--- config.mk ---
export PLATFORM = sky130hd
export DESIGN_NAME = mem_access_unit
export DESIGN_NICKNAME = d
export VERILOG_FILES = /design/src/rtl/mem_access_unit.sv
export SDC_FILE = /design/constraint.sdc
export NUM_CORES = 1
export LEC_CHECK = 0
export CORE_MARGIN = 2
export CORE_UTILIZATION = 30
export CTS_BUF_LIST = sky130_fd_sc_hd__clkbuf_8
export DETAILED_ROUTE_END_ITERATION = 8
export GPL_ROUTABILITY_DRIVEN = 0
export SYNTH_ARGS = -nofsm -noshare
export SYNTH_HDL_FRONTEND = slang
export SYNTH_SLANG_ARGS = --single-unit
--- constraint.sdc ---
create_clock -name clock -period 2.82 [get_ports clock]
set_input_delay 0.564 -clock clock [delete_from_list [all_inputs] [get_ports clock]]
set_output_delay 0.564 -clock clock [all_outputs]
set_load 0.03 [all_outputs]
--- src/rtl/mem_access_unit.sv ---
`timescale 1ns/1ps
// mem_access_unit
// Sequential load/store initiator: accepts one pipeline memory request at a
// time and turns it into accesses on a 64-bit physical-memory port. It
// handles the dword alignment, byte-lane shifting, load sign/zero extension
// and misalignment detection.
//
// Ports:
//   clock, reset          core clock, synchronous active-high reset
//   req_valid/req_ready   request handshake (ready only while idle)
//   req_wen               1 = store, 0 = load
//   req_addr              byte address
//   req_size              0 byte, 1 half, 2 word, 3 dword
//   req_signed            sign-extend load result when 1
//   req_wdata             right-justified store data
//   resp_valid/resp_ready response handshake
//   resp_rdata            extended load data (0 for stores and errors)
//   resp_err              misaligned access
//   mem_raddr/mem_rvalid  dword read address and read strobe
//   mem_rdata             dword read data, valid alongside mem_rvalid
//   mem_waddr/mem_wdata   dword write address and lane-shifted store data
//   mem_wmask             byte-enable mask, 0 = no write
//
// Parameter MEM_LAT (0..15): extra cycles mem_rvalid is held before
// mem_rdata is sampled.
module mem_access_unit #(
  parameter int MEM_LAT = 0
) (
  input  logic        clock,
  input  logic        reset,
  input  logic        req_valid,
  output logic        req_ready,
  input  logic        req_wen,
  input  logic [63:0] req_addr,
  input  logic [1:0]  req_size,
  input  logic        req_signed,
  input  logic [63:0] req_wdata,
  output logic        resp_valid,
  input  logic        resp_ready,
  output logic [63:0] resp_rdata,
  output logic        resp_err,
  output logic [63:0] mem_raddr,
  output logic        mem_rvalid,
  input  logic [63:0] mem_rdata,
  output logic [63:0] mem_waddr,
  output logic [63:0] mem_wdata,
  output logic [7:0]  mem_wmask
);

  typedef enum logic [1:0] {
    IDLE  = 2'd0,
    ISSUE = 2'd1,
    RESP  = 2'd2
  } state_t;

  localparam logic [3:0] LAT_C = 4'(MEM_LAT);

  // Byte-enable pattern of an access of the given size before lane shifting.
  function automatic logic [7:0] size_mask(input logic [1:0] size);
    case (size)
      2'd0:    size_mask = 8'h01;
      2'd1:    size_mask = 8'h03;
      2'd2:    size_mask = 8'h0F;
      2'd3:    size_mask = 8'hFF;
      default: size_mask = 8'h00;
    endcase
  endfunction

  // Low address bits that must be zero for a naturally aligned access.
  function automatic logic [2:0] align_bits(input logic [1:0] size);
    case (size)
      2'd0:    align_bits = 3'd0;
      2'd1:    align_bits = 3'd1;
      2'd2:    align_bits = 3'd3;
      2'd3:    align_bits = 3'd7;
      default: align_bits = 3'd7;
    endcase
  endfunction

  // Truncate right-justified data to the access size and extend it.
  function automatic logic [63:0] extend_load(input logic [63:0] raw,
                                              input logic [1:0]  size,
                                              input logic        sgn);
    case (size)
      2'd0:    extend_load = {{56{sgn & raw[7]}},  raw[7:0]};
      2'd1:    extend_load = {{48{sgn & raw[15]}}, raw[15:0]};
      2'd2:    extend_load = {{32{sgn & raw[31]}}, raw[31:0]};
      2'd3:    extend_load = raw;
      default: extend_load = raw;
    endcase
  endfunction

  state_t      state_r;
  logic [3:0]  cnt_r;
  logic [2:0]  off_r;
  logic [1:0]  size_r;
  logic        wen_r;
  logic        signed_r;

  logic        misalign_s;
  logic [7:0]  lane_mask_s;
  logic [63:0] aligned_s;
  logic [63:0] shift_wdata_s;
  logic [63:0] load_data_s;

  // Request decode and load-data extraction; these only feed registers.
  always_comb begin
    misalign_s    = (req_addr[2:0] & align_bits(req_size)) != 3'd0;
    lane_mask_s   = size_mask(req_size) << req_addr[2:0];
    aligned_s     = {req_addr[63:3], 3'b000};
    shift_wdata_s = req_wdata << {req_addr[2:0], 3'b000};
    load_data_s   = extend_load(mem_rdata >> {off_r, 3'b000}, size_r, signed_r);
  end

  // Control FSM; every output is a register updated on state transitions.
  always_ff @(posedge clock) begin
    if (reset) begin
      state_r    <= IDLE;
      cnt_r      <= 4'd0;
      off_r      <= 3'd0;
      size_r     <= 2'd0;
      wen_r      <= 1'b0;
      signed_r   <= 1'b0;
      req_ready  <= 1'b1;
      resp_valid <= 1'b0;
      resp_rdata <= 64'd0;
      resp_err   <= 1'b0;
      mem_raddr  <= 64'd0;
      mem_rvalid <= 1'b0;
      mem_waddr  <= 64'd0;
      mem_wdata  <= 64'd0;
      mem_wmask  <= 8'd0;
    end else begin
      case (state_r)
        IDLE: begin
          if (req_valid && req_ready) begin
            off_r     <= req_addr[2:0];
            size_r    <= req_size;
            wen_r     <= req_wen;
            signed_r  <= req_signed;
            cnt_r     <= 4'd0;
            req_ready <= 1'b0;
            if (misalign_s) begin
              // Misaligned requests never touch the memory port.
              state_r    <= RESP;
              resp_valid <= 1'b1;
              resp_err   <= 1'b1;
              resp_rdata <= 64'd0;
            end else if (req_wen) begin
              state_r   <= ISSUE;
              mem_waddr <= aligned_s;
              mem_wdata <= shift_wdata_s;
              mem_wmask <= lane_mask_s;
            end else begin
              state_r    <= ISSUE;
              mem_raddr  <= aligned_s;
              mem_rvalid <= 1'b1;
            end
          end
        end
        ISSUE: begin
          if (wen_r) begin
            // Store mask is up for exactly one cycle.
            state_r    <= RESP;
            mem_waddr  <= 64'd0;
            mem_wdata  <= 64'd0;
            mem_wmask  <= 8'd0;
            resp_valid <= 1'b1;
            resp_rdata <= 64'd0;
            resp_err   <= 1'b0;
          end else if (cnt_r == LAT_C) begin
            // Last strobe cycle: mem_rdata is valid now.
            state_r    <= RESP;
            mem_raddr  <= 64'd0;
            mem_rvalid <= 1'b0;
            resp_valid <= 1'b1;
            resp_rdata <= load_data_s;
            resp_err   <= 1'b0;
          end else begin
            cnt_r <= cnt_r + 4'd1;
          end
        end
        RESP: begin
          if (resp_ready) begin
            state_r    <= IDLE;
            resp_valid <= 1'b0;
            resp_rdata <= 64'd0;
            resp_err   <= 1'b0;
            req_ready  <= 1'b1;
          end
        end
        default: begin
          state_r    <= IDLE;
          cnt_r      <= 4'd0;
          req_ready  <= 1'b1;
          resp_valid <= 1'b0;
          resp_rdata <= 64'd0;
          resp_err   <= 1'b0;
          mem_raddr  <= 64'd0;
          mem_rvalid <= 1'b0;
          mem_waddr  <= 64'd0;
          mem_wdata  <= 64'd0;
          mem_wmask  <= 8'd0;
        end
      endcase
    end
  end

endmodule
==> metrics.md <==
| Metric | Value |
|---|---|
| GRT overflow | `0` |
| Mapped Avg Cell Area | `slightly above 9 um^2` |
| Largest net degree at the start of global routing | `between 70 and 80` |
| Cell family with most CP delay | `buffers and inverters` |
| TritonCTS clock tree | `done` |
| Synthesized netlist cell count | `around 1,400` |
| Drt first-iter violations | `approximately 840` |
| Cells on worst reg2reg path | `8` |
| Clk_lat worst skew | `about 630 ps` |
| Total die area | `about 44,000 um^2` |
| Slew margin rel. | `a little over two fifths` |
| Area of the core | `42,100 um^2` |
| Worst hold endpoint | `off_r[0]$_SDFFE_PP0P_` |
| Max Clock Skew | `approximately 30 ps` |
| Worst EP arrival | `1850 ps` |
| Hold Path Origin | `req_addr[0]` |
| Reg2reg start | `cnt_r[0]$_SDFFE_PP0P_` |
| Setup TNS | `0 ps` |
| R2R Path End | `resp_rdata[17]$_SDFFE_PP0P_` |
| Worst-path clk slew | `60 ps` |
| Slowest cell delay on critical path | `approximately 790 ps` |
| Fin crit period | `2410 ps` |
| WL/cell | `around 22 um` |
| Layout cells sized above 1 | `around 12%` |
| # fillers | `roughly 4,000` |
| Slowest CP cell | `clkdlybuf4s50_1` |
| Cts bufs inserted | `50` |
| Post-synth EDFFs | `0` |
| Max Fclk | `approximately 410 MHz` |
| Synth unique cells | `between 50 and 60` |
| Hpwl dp | `between 30 and 40 mm` |
| Clock Path Buffers | `3` |
| Post-CTS sizing | `0` |
| Slew @ Worst Pin | `just under 900 ps` |
| WL final | `around 54 mm` |
| Initial antenna violation count | `8` |
| Final Max Tran Viols | `0` |
| CP max FO | `7` |
| Vias/cell | `about 5.3` |
| Critical Path RT | `~2300 ps` |
| Final setup viols | `0` |
| Worst Path Buf+Inv | `1` |
| Power Density | `between 600 and 700 nW/um^2` |
| TritonRoute pass-1 iters | `6` |
| Most common cell after layout, fill and taps aside | `clkdlybuf4s50_1` |
| Sinks on Clock Net | `275` |
| Setup bufs post-CTS | `0` |
| # H-tree levels | `2` |
| Synthesis-to-finish area growth | `49.1%` |
| Die X-Extent | `~210 um` |
| Critical path type | `reg2out` |
| Initial Util | `30.5%` |
| Drt drc | `0` |
| Ys flop type | `dfxtp_1` |
| Cell area after synthesis | `roughly 13,000 um^2` |
| Rows | `75` |
| Yosys warnings | `0` |
| Via count | `roughly 13,000` |
| Hold path cells | `3` |
| Most frequent cells in the layout | `457 x clkdlybuf4s50_1, 273 x dfxtp_1, 139 x nand2_1` |
| Final period utilization | `a little under nine tenths` |
| Leakage | `roughly 6.9 nW` |
| Outcome | `complete, no violations` |
| Design Power | `0.0116 W` |
| Setup slack, reg-to-reg | `roughly 430 ps` |
| Final #Nets | `~2,000` |
| Vias in the first global route | `between 10,000 and 15,000` |
| Clock root cell | `clkbuf_8` |
| Synth Register Bits | `approximately 280` |
| Seq/Total Area, Yosys | `approximately 43%` |
| Worst Hold Class | `in2reg` |
| Total Routing Usage GR | `between 20% and 30%` |
| RSZ-0062 raised after global routing | `false` |
| Worst VDD drop | `approximately 0.00034 V` |
| IO Port Bufs | `about 460` |
| Routed Antenna Nets | `0` |
| Crit-path cells | `clkdlybuf4s50_1` |
| Max cap viols | `0` |
| Final Hold Viols | `0` |
| CTS Hold Bufs | `0` |
| Setup crit start kind | `flop` |
| Setup slack after layout | `roughly 410 ps` |
| I/O Pins | `between 400 and 500` |
| Async S/R FF share, synth | `0%` |
| Die H | `approximately 210 um` |
| First-pass GRT wire length | `between 70 and 80 mm` |
| Worst Setup Slack post-DPL | `52.7 ps` |
| CP endpoint kind | `output pin` |
## synthesized netlist by cell type, types with 11 or more instances
cell type	n	area (um^2)
clkbuf_1	64	240
mux4_2	18	405
nor2_1	105	394
mux2i_1	93	931
o211ai_1	17	128
o2bb2ai_1	14	123
inv_1	16	60.1
buf_2	48	240
a22o_1	126	1100
a21oi_1	66	330
buf_4	11	82.6
nand3_1	45	225
nor2b_1	15	93.8
or3_1	13	81.3
nand2_1	139	522
dfxtp_1	275	5510
o21ai_0	60	300
o22ai_1	18	113
mux2_2	48	541
buf_1	15	56.3
a22oi_1	85	638
## through the flow
step / util, % / hold WS, ps / area [um^2] / std cells
global placement: 43.1 / 439 / 18100 / 2301
global route: 45.5 / 247 / 19200 / 2394
finish: 45.5 / 284 / 19200 / 2396
CTS: 45.4 / 226 / 19100 / 2389
detailed placement: 43.1 / 444 / 18100 / 2301
floorplan: - / 462 / 12900 / 1389
## worst max path at each step
stage | start | end | slack [ps] | cells after the start
after floorplan | req_addr[1] | mem_wdata[61]$_SDFFE_PP0P_ | 550 | 7
after global placement | req_size[1] | mem_wdata[33]$_SDFFE_PP0P_ | 70 | 7
after detailed placement | req_size[1] | mem_wdata[33]$_SDFFE_PP0P_ | 50 | 7
after CTS | req_ready$_SDFFE_PP1P_ | req_ready | 330 | 1
after global routing | req_ready$_SDFFE_PP1P_ | req_ready | 270 | 1
final | req_ready$_SDFFE_PP1P_ | req_ready | 410 | 1
## registers in the layout, indices dropped and copies added, names as in the netlist
register,count
mem_waddr,61
cnt_r,4
signed_r,1
resp_rdata,64
mem_wmask,8
size_r,2
state_r,2
resp_err,1
mem_raddr,61
mem_wdata,64
resp_valid,1
wen_r,1
req_ready,1
off_r,3
mem_rvalid,1
## routing by layer
| layer | global-route usage (%) | wire length, um |
|---|---|---|
| met1 | 28.1 | 21800 |
| met2 | 37.0 | 24200 |
| met3 | 8.27 | 5410 |
| met4 | 11.4 | 2290 |
| met5 | 0 | 7 |
## logic make-up (layout without fill, tap and decap cells)
logic type / count (synthesis) / count (layout) / synth area share [%]
flip-flops: 275 / 275 / 42.8
buffers and inverters: 161 / 622 / 5.90
multiplexers: 159 / 159 / 14.6
AND/OR/NAND/NOR: 369 / 369 / 13.2
adder cells (fa/ha/maj): 2 / 2 / 0.195
AO/OA/AOI/OAI: 417 / 417 / 23.3
other: 1 / 13 / 0.0292
## area by class of cell
cell class	count	area [um^2]	area share [%]
inverter	16	60.1	0.313
tap	539	674	3.52
clock buffer	60	826	4.31
multi-input combinational	953	6670	34.8
antenna	7	17.5	0.0914
clock inverter	28	166	0.869
timing repair buffer	518	5240	27.4
sequential	275	5510	28.7
## where the power goes
| part | internal, W | total (W) | switching (W) |
|---|---|---|---|
| Combinational | 0.00144 | 0.00349 | 0.00204 |
| Sequential | 0.00413 | 0.00432 | 0.000191 |
| Clock | 0.00202 | 0.00381 | 0.00178 |
(Power assumes the default switching activity.)
